<file path="src/rtl/imm_gen_pipe.sv">
// imm_gen_pipe: registered RV/RVC immediate generator behind a 2-entry valid/ready skid buffer
module imm_gen_pipe #(
  parameter int XLEN   = 32,
  parameter bit RVC_EN = 1'b1,
  parameter int TAG_W  = 5
) (
  input  logic             clk,
  input  logic             rst_n,
  input  logic             flush_i,
  input  logic             in_valid_i,
  output logic             in_ready_o,
  input  logic [31:0]      inst_i,
  input  logic [3:0]       imm_gen_op_i,
  input  logic [TAG_W-1:0] tag_i,
  output logic             out_valid_o,
  input  logic             out_ready_i,
  output logic [XLEN-1:0]  imm_o,
  output logic [TAG_W-1:0] tag_o,
  output logic             illegal_o
);
  logic [XLEN-1:0]  w_imm;
  logic             w_ill;
  logic             w_rvc_op;
  logic             w_acc;
  logic             w_out_free;
  logic             w_unused;
  logic             r_out_valid;
  logic [XLEN-1:0]  r_out_imm;
  logic [TAG_W-1:0] r_out_tag;
  logic             r_out_ill;
  logic             r_skd_valid;
  logic [XLEN-1:0]  r_skd_imm;
  logic [TAG_W-1:0] r_skd_tag;
  logic             r_skd_ill;
  assign w_unused   = &{1'b0, inst_i[1:0]};
  assign w_rvc_op   = imm_gen_op_i >= 4'd9 && imm_gen_op_i <= 4'd12;
  assign w_acc      = in_valid_i && !r_skd_valid;
  assign w_out_free = !r_out_valid || out_ready_i;
  // decode and extend the immediate for the selected format; compressed ops collapse to illegal when RVC is off
  always_comb begin
    w_imm = '0;
    w_ill = 1'b0;
    case (imm_gen_op_i)
      4'd0:    w_imm = '0;
      4'd1:    w_imm = XLEN'($signed(inst_i[31:20]));
      4'd2:    w_imm = XLEN'($signed({inst_i[31:25], inst_i[11:7]}));
      4'd3:    w_imm = XLEN'($signed({inst_i[31], inst_i[7], inst_i[30:25], inst_i[11:8], 1'b0}));
      4'd4:    w_imm = XLEN'($signed({inst_i[31:12], 12'b0}));
      4'd5:    w_imm = XLEN'($signed({inst_i[31], inst_i[19:12], inst_i[20], inst_i[30:21], 1'b0}));
      4'd6:    w_imm = XLEN'(inst_i[19:15]);
      4'd7:    w_imm = XLEN'(inst_i[19:15]);
      4'd8:    w_imm = ~XLEN'(inst_i[19:15]);
      4'd9:    w_imm = XLEN'($signed({inst_i[12], inst_i[6:2]}));
      4'd10:   w_imm = XLEN'($signed({inst_i[12], inst_i[8], inst_i[10:9], inst_i[6], inst_i[7],
                                      inst_i[2], inst_i[11], inst_i[5:3], 1'b0}));
      4'd11:   w_imm = XLEN'($signed({inst_i[12], inst_i[6:5], inst_i[2], inst_i[11:10], inst_i[4:3], 1'b0}));
      4'd12:   w_imm = XLEN'({inst_i[10:7], inst_i[12:11], inst_i[5], inst_i[6], 2'b0});
      default: w_ill = 1'b1;
    endcase
    if (w_rvc_op && !RVC_EN) begin
      w_imm = '0;
      w_ill = 1'b1;
    end
  end
  // stage valids: flush beats everything, a free output stage pulls from skid first, else the new beat
  always_ff @(posedge clk or negedge rst_n) begin
    if (!rst_n) begin
      r_out_valid <= 1'b0;
      r_skd_valid <= 1'b0;
    end else if (flush_i) begin
      r_out_valid <= 1'b0;
      r_skd_valid <= 1'b0;
    end else if (w_out_free) begin
      r_out_valid <= r_skd_valid || w_acc;
      r_skd_valid <= 1'b0;
    end else if (w_acc) begin
      r_skd_valid <= 1'b1;
    end
  end
  // stage payloads: output register only changes when free, so a stalled beat holds stable
  always_ff @(posedge clk or negedge rst_n) begin
    if (!rst_n) begin
      r_out_imm <= '0;
      r_out_tag <= '0;
      r_out_ill <= 1'b0;
      r_skd_imm <= '0;
      r_skd_tag <= '0;
      r_skd_ill <= 1'b0;
    end else begin
      if (w_out_free && r_skd_valid) begin
        r_out_imm <= r_skd_imm;
        r_out_tag <= r_skd_tag;
        r_out_ill <= r_skd_ill;
      end else if (w_out_free && w_acc) begin
        r_out_imm <= w_imm;
        r_out_tag <= tag_i;
        r_out_ill <= w_ill;
      end
      if (!w_out_free && w_acc) begin
        r_skd_imm <= w_imm;
        r_skd_tag <= tag_i;
        r_skd_ill <= w_ill;
      end
    end
  end
  assign in_ready_o  = !r_skd_valid;
  assign out_valid_o = r_out_valid;
  assign imm_o       = r_out_imm;
  assign tag_o       = r_out_tag;
  assign illegal_o   = r_out_ill;
endmodule
</file>
<file path="config.mk">
export PLATFORM = sky130hd
export DESIGN_NAME = imm_gen_pipe
export DESIGN_NICKNAME = d
export VERILOG_FILES = /design/src/rtl/imm_gen_pipe.sv
export SDC_FILE = /design/constraint.sdc
export NUM_CORES = 1
export LEC_CHECK = 0
export CAP_MARGIN = 20
export CORE_MARGIN = 5
export CORE_UTILIZATION = 45
export DETAILED_ROUTE_END_ITERATION = 16
export PLACE_DENSITY = 0.69
export SLEW_MARGIN = 30
export SYNTH_ARGS = -nofsm -noshare
export SYNTH_HDL_FRONTEND = slang
export SYNTH_SLANG_ARGS = --single-unit
</file>
<file path="constraint.sdc">
create_clock -name clk -period 1.6 [get_ports clk]
set_input_delay 0.24 -clock clk [delete_from_list [all_inputs] [get_ports clk]]
set_output_delay 0.24 -clock clk [all_outputs]
set_load 0.03 [all_outputs]
</file>
# Word level (Yosys, flattened, before mapping)
# Index checks and enable logic that the tools add are counted.
# op_classes
n_eq_ne	12
n_mux	13
bitwise_logic	1
n_reduce_logical	15
# op_table
cell	n
$pmux W32 S11	1
$mux W32	2
$not A5 Y32	1
$eq A4 B4 Y1 const B	5
$eq A4 B3 Y1 const B	4
$reduce_or A13 Y1	1
$mux W5	2
$eq A4 B2 Y1 const B	2
$mux W1	8
$eq A4 B1 Y1 const B	1
$logic_and A1 B1 Y1	4
$logic_not A4 Y1	1
$reduce_bool A2 Y1	2
$logic_not A1 Y1	3
$reduce_bool A3 Y1	1
$logic_or A1 B1 Y1	2
$reduce_or A2 Y1	1
# word_totals
ff_bits	78
inputBits	46
output_inout_bits	40

# Longest topological paths before layout
# Gate-level depths: netlist (run 1).
# logic_depth
word_depth	5
mapped_depth	7

# Worst setup path after synthesis (run 1)
# No wires, ideal clock.
# synth_path
path_kind	flip-flop to flip-flop
startpoint	reg r_out_valid (netlist: out_valid_o)
endpoint	reg r_skd_tag[0]
arrival_ns	1.458
required_ns	1.475
slack_ns	0.018
path_stages_with_launch	6
path_buffers	2
synth_period_minus_slack_ns	1.582
path_cell_list	dfrtp_1 nand2b_1 buf_2 nor2_2 buf_2 mux2_2
# synth_via
elab_chain_cells	4
# synth_rtl
item	line_no	rtl
from (decl)	27	logic r_out_valid;
from (signal assigned)	74	r_out_valid <= r_skd_valid || w_acc;
$logic_not A1 Y1	38	assign w_out_free = !r_out_valid || out_ready_i;
$logic_or A1 B1 Y1	38	
$logic_not A1 Y1	99	if (!w_out_free && w_acc) begin
$logic_and A1 B1 Y1	99	
to (signal assigned)	101	r_skd_tag <= tag_i;
to (decl)	33	logic [TAG_W-1:0] r_skd_tag;
# Every way passes these cells.
# A chain may end at the register's enable or synchronous reset.

# Final worst setup path (run 1)
# layout_path
startpoint	in imm_gen_op_i[3]
endpoint	reg r_out_imm[20] (netlist: imm_o[20])
# layout_via
elab_chain_cells	5
# layout_rtl
item	line_no	rtl
from (decl)	13	input logic [3:0] imm_gen_op_i,
$eq A4 B3 Y1	43	case (imm_gen_op_i)
$reduce_or A2 Y1 (no line)	-	
$pmux W32 S11 *	43	
$mux W32 *	94	end else if (w_out_free && w_acc) begin
$mux W32 *	90	if (w_out_free && r_skd_valid) begin
to (signal assigned)	91	r_out_imm <= r_skd_imm;
to (signal assigned)	95	r_out_imm <= w_imm;
to (decl)	28	logic [XLEN-1:0] r_out_imm;
# Mark *: on every way between the ends. The rest lies on a longest branch, timed or not. The select of a mux whose other input is x is not followed.

==> results.toml, run 1 <==
[route]
routedWlPerCell_um = 18.81
ant_nets = 0
routed_wl_um = 11810
drt_pass1_iterations = 5
viasPerCell = 5.887
vias = 3697
drc = 0
first_iter_violations = 211

[floorplanning]
rows = 33
core_area_um2 = 8217
initial_core_util_pct = 46.38
die_y_um = 102.0
num_io_pins = 86
die-area_um2 = 10410
die-width_um = 102.0

[layout]
instances_no_fill = 628
final_nets = 564
fin_area_um2 = 5400
syn_to_final_growth_pct = 41.69
drive_above_1_share_pct = 20.84
n_antenna_cell = 0

[critical_path]
cp_num_cells = 7
reg2reg_to = "imm_o[20]"
start_kind = "primary input"
r2r_slack_ns = 0.14
path_delay_family = "buffers and inverters"
arrival_ns = 1.79
crit_end = "imm_o[20]"
setup.worst_path.end_class = "flop"
crit_slowest_cell = "clkdlybuf4s50_1"
worstPathMaxFanout = 15
timing.critical_path.from = "imm_gen_op_i[3]"
r2r-start = "r_skd_valid"
worst-path-buf-inv = 3
path_class = "primary input to flop"
r2r_cells = 6
cp_slowest_stage_delay_ns = 0.50
worstPathRequired_ns = 1.83
path_cells = "clkdlybuf4s50_1, buf_12, nor2b_4, and3_4, nor4_4, buf_4, a21oi_1"

[timing]
period_needed_ns = 1.562
fin_tns_setup_ns = 0
slew_headroom_pct = 69.27
timing.final.crit_share_pct = 97.65
skew_ns = 0.01294
clock.fmax_mhz = 640.0
report.final.slew_viol_count = 0
final-setup-viol-count = 0
tightestPinTransition_ns = 0.4589
hold_viol_final = 0

[global_route]
grt_busiest_layer = "met2"
grtUsageMet3_pct = 4.710
overflow = 0
grt_pass1_wl_um = 18790
antenna_found_initial = 0
grt_max_degree = 79
track_usage_pct = 23.07
grt_use_met1_pct = 32.58
use_met2_pct = 36.33
grt_pass1_vias = 3688

[power]
p_per_area_nw_per_um2 = 1050
ir_drop_mv = 0.7093
p_leak_nw = 2.303
p_total_w = 0.005672

[place]
portBuffers = 83
placed_area_um2 = 5145
dp_hpwl_um = 8462
place_inst = 607
place.gp.congestion = 0.9467

[clocking]
worstSkewPairLatency_ns = 0.35
root_buffer = "clkbuf_8"
htreeDepth = 3
cts_tree = "done"
clk_pin_slew_ns = 0.08
clk_path_buf_depth = 2
clock-sinks = 78
cts_buffers = 9

[synth]
synth_cells = 389
ys_seq_elements = 78
syn_area_um2 = 3811
yosysTopAreaCell = "dfrtp_1"
netlist.area_leader.share_pct = 51.21
ys_top_cells_by_area = "dfrtp_1 51%, a21oi_1 5.4%, o22ai_1 5.1%"
synthArstFlopShare_pct = 100.0
syn_area_per_cell_um2 = 9.797
ys_types = 54
yosysMostFrequentCell = "dfrtp_1"
synth-main-ff-cell = "dfrtp_1"
yosysSeqAreaShare_pct = 51.21
ys_top_cells_by_count = "78 x dfrtp_1, 41 x a21oi_1, 41 x nor2_1"
ys_warn_count = 0
synth_fp_nets = 435
synth-edff-count = 0

[flow_run]
cap_violations = 0

[run_status]
status = "finished, final reports clean"

[min_path]
hold_path.class = "primary input to async pin"
==> what timing repair did <==
| action | CTS | global route |
|---|---|---|
| buffers inserted | 0 | 2 |
| gates cloned | 0 | 2 |
| endpoints found under the setup margin | 40 | 19 |
| hold endpoints to repair | 78 | 0 |
| hold buffers | 1 | 0 |
| pin swaps | 0 | 2 |
| gates resized for setup | 40 | 11 |
==> where the power goes <==
group	internal, W	switching (W)	total (W)
logic	0.000669	0.000897	0.00157
clock network	0.000775	0.000770	0.00154
registers	0.00235	0.000213	0.00256
total	0.00379	0.00188	0.00567
==> worst reg2reg max path, delay by kind of cell (launching register included) <==
family          cells  cell delay (ns)
flops               1             0.43
buf+inv             3             0.43
simple gates        2             0.39
compound gates      1             0.08
==> sequential cells by signal, indices dropped and copies added, names as in the netlist <==
signal / count
imm_o: 32
out_valid_o: 1
tag_o: 5
r_skd_tag: 5
r_skd_valid: 1
r_skd_imm: 32
r_skd_ill: 1
illegal_o: 1
==> per-stage QoR <==
stage	setup slack (ns)	utilization [%]	hold slack, ns
3_3_place_gp	-0.3254	62.62	0.2897
4_1_cts	0.03870	64.64	0.4497
3_5_place_dp	-0.3383	62.62	0.2977
5_1_grt	-0.02039	65.72	0.4561
2_1_floorplan	0.01753	-	-0.05559
6_report	0.03758	65.72	0.4625
==> worst min path at each step <==
stage / to
2_1_floorplan: illegal_o
3_3_place_gp: r_skd_valid
3_5_place_dp: r_skd_valid
4_1_cts: out_valid_o
5_1_grt: out_valid_o
6_report: out_valid_o
==> cells in the final DEF (no fill, tap or decap), types with 6 or more instances in the layout <==
| cell type | netlist | layout |
|---|---|---|
| nor2b_1 | 6 | 6 |
| nand2_1 | 25 | 25 |
| a22oi_1 | 13 | 13 |
| dfrtp_1 | 78 | 78 |
| buf_12 | 0 | 7 |
| nand2b_1 | 8 | 7 |
| mux2_2 | 7 | 7 |
| dlygate4sd2_1 | 0 | 40 |
| clkdlybuf4s50_1 | 0 | 40 |
| nor2_1 | 41 | 40 |
| a21oi_1 | 41 | 41 |
| o21ai_1 | 6 | 6 |
| a31oi_1 | 26 | 26 |
| clkbuf_8 | 0 | 10 |
| buf_4 | 4 | 56 |
| o21ai_0 | 16 | 16 |
| o22ai_1 | 31 | 31 |
==> metal layers <==
metal	share of wire, %	routed length, µm	vias up
met5	0	0	-
met4	1.8	217	0
met3	5.5	644	17
met2	47	5527	136
met1	46	5423	1827
li1	-	-	1717
==> logic make-up after synthesis <==
logic type      Yosys count  share of synthesized area (%)
simple gates            109                          14.91
flops                    78                          51.21
compound gates          159                          26.53
xor+xnor                  2                         0.4597
buf+inv                  34                          4.826
mux                       7                          2.068
==> layout make-up <==
class                           instances  area, µm²
Timing Repair Buffer                  148       1376
Clock inverter                          6      68.82
Multi-Input combinational cell        277       1715
Inverter                                4      18.77
Sequential cell                        78       1952
Clock buffer                           10      137.6
Tap cell                              105      131.4
Fill cell                             696       2816
Power figures use the tool's default switching activity.
==> run 2, diff against run 1 <==
clock period = 2 ns   (was 1.6 ns; I/O delays follow)
==> run 2 against run 1 <==
Effect of this change: non-clock buffer count fell by 26; flip-flop and latch count unchanged; sequential power is 20% lower; worst setup slack improved by 0.049 ns; via count down 3.4%; sequential share of layout area grew 1.8 points; register-to-register slack gained 0.08 ns; clock skew rose by 0.0020 ns; design area fell by 4.8%.
==> results.toml, run 2 (same netlist as run 1, synthesis figures left out) <==
[run_status]
status = "finished, final reports clean"

[global_route]
grt_pass1_vias = 3481
track_usage_pct = 23.18
grt_pass1_wl_um = 18890
antenna_found_initial = 0
grt_max_degree = 65
overflow = 0

[timing]
final-setup-viol-count = 0
grt_setup_unrepaired = "no"
skew_ns = 0.01493
clock.fmax_mhz = 522.6
period_needed_ns = 1.913
hold_viol_final = 0
hold_ws_ns = 0.4033
tightestPinTransition_ns = 1.034
timing.final.crit_share_pct = 95.67
report.final.slew_viol_count = 0
slew_headroom_pct = 30.83

[layout]
instances_no_fill = 601
final_cell_mix = "81 x clkdlybuf4s50_1, 78 x dfrtp_1, 41 x nor2_1, 41 x a21oi_1, 37 x buf_4"
final_nets = 538
syn_to_final_growth_pct = 34.93
final_core_util_pct = 62.59
fill_cells = 706
drive_above_1_share_pct = 15.32
n_antenna_cell = 0
final_common_cell = "clkdlybuf4s50_1"

[power]
p_leak_nw = 2.067
p_clk_share_pct = 27.8
power_frac_seq_pct = 44.7
comb_power_share_pct = 27.5
p_per_area_nw_per_um2 = 895.9
p_int_w = 0.003145
p_switching_w = 0.001462
ir_drop_mv = 0.4080
swShare_pct = 31.73

[clocking]
clock-sinks = 78
cts_buffers = 9
worstSkewPairLatency_ns = 0.35
htreeDepth = 3
cts_tree = "done"
clk_path_buf_depth = 2
root_buffer = "clkbuf_8"
cts_setup_buffers = 0
clk_pin_slew_ns = 0.09

[critical_path]
arrival_ns = 2.13
worstPathRequired_ns = 2.22
setup.worst_path.end_class = "flop"
start_kind = "primary input"
path_class = "primary input to flop"
worstPathMaxFanout = 24

[floorplanning]
num_io_pins = 86
die-width_um = 102.0
rows = 33
core_area_um2 = 8217
initial_core_util_pct = 46.38
die-area_um2 = 10410
die_y_um = 102.0

[route]
drc = 0
routed_wl_um = 11470
routedWlPerCell_um = 19.08
first_iter_violations = 315
vias = 3572
drt_pass1_iterations = 5
viasPerCell = 5.943
ant_nets = 0

[place]
dp_hpwl_um = 8389
portBuffers = 83
place.gp.congestion = 0.9493
place_inst = 585

[flow_run]
cap_violations = 0

[min_path]
hold_path.class = "primary input to async pin"
[run 2: worst paths after layout]
check	from	endpoint	slack (ns)	cells after the start
worst max-delay path	imm_gen_op_i[1]	r_skd_imm[5]	0.09	6
worst max register to register	out_valid_o	imm_o[4]	0.22	4
min in group clk	r_skd_tag[3]	r_skd_tag[3]	0.51	1
worst min-delay path	rst_n	out_valid_o	0.40	2
worst min register to register	r_skd_tag[3]	r_skd_tag[3]	0.51	1
max in group asynchronous	rst_n	r_skd_imm[3]	1.00	3
[run 2: critical path: stages]
cell             delay (ns)
clkdlybuf4s50_1        0.53
buf_4                  0.31
nor2_1                 0.13
a32o_1                 0.28
a211oi_1               0.43
a21oi_1                0.14
[run 2: cell type report]
type / count / area, µm² / area share, %
Timing Repair Buffer: 122 / 1147 / 22.31
Clock inverter: 6 / 87.58 / 1.703
Tap cell: 105 / 131.4 / 2.555
Clock buffer: 9 / 123.9 / 2.409
Inverter: 4 / 15.01 / 0.2920
Multi-Input combinational cell: 277 / 1685 / 32.77
Sequential cell: 78 / 1952 / 37.96
[run 2: power groups by stage]
stage	clock network, W	registers [W]	logic, W
after floorplan	0	0.00228	0.000484
after global placement	0	0.00207	0.00125
after detailed placement	0	0.00208	0.00127
after CTS	0.00130	0.00205	0.00128
after global routing	0.00138	0.00210	0.00137
final	0.00128	0.00206	0.00127
[run 2: layer usage]
layer,global-route usage [%],up-vias,share of wire [%]
met4,3.734,0,0.83
li1,-,1661,-
met3,4.300,11,7.8
met2,35.88,155,48
met1,34.71,1745,44
met5,0,-,0
[run 2: what timing repair did]
action / in CTS / in global routing
hold endpoints to repair: 30 / 0
gates resized for setup: 1 / 0
hold buffers: 1 / 0
endpoints found under the setup margin: 1 / 0
[run 2: per-stage QoR]
step	setup TNS (ns)	area (µm²)	worst slack [ns]	power, W
global route	0	5142	0.01650	0.004853
global placement	-8.591	4917	-0.4746	0.003315
finish	0	5142	0.08657	0.004607
CTS	0	5142	0.1313	0.004634
detailed placement	-4.970	4922	-0.2388	0.003352
floorplan	0	3811	0.4175	0.002767
==> run 3, diff against run 2 <==
TNS_END_PERCENT = 30   (was not set)
==> results of run 3 <==
Same layout as run 2: the final DEF is identical, and so are final timing and power.
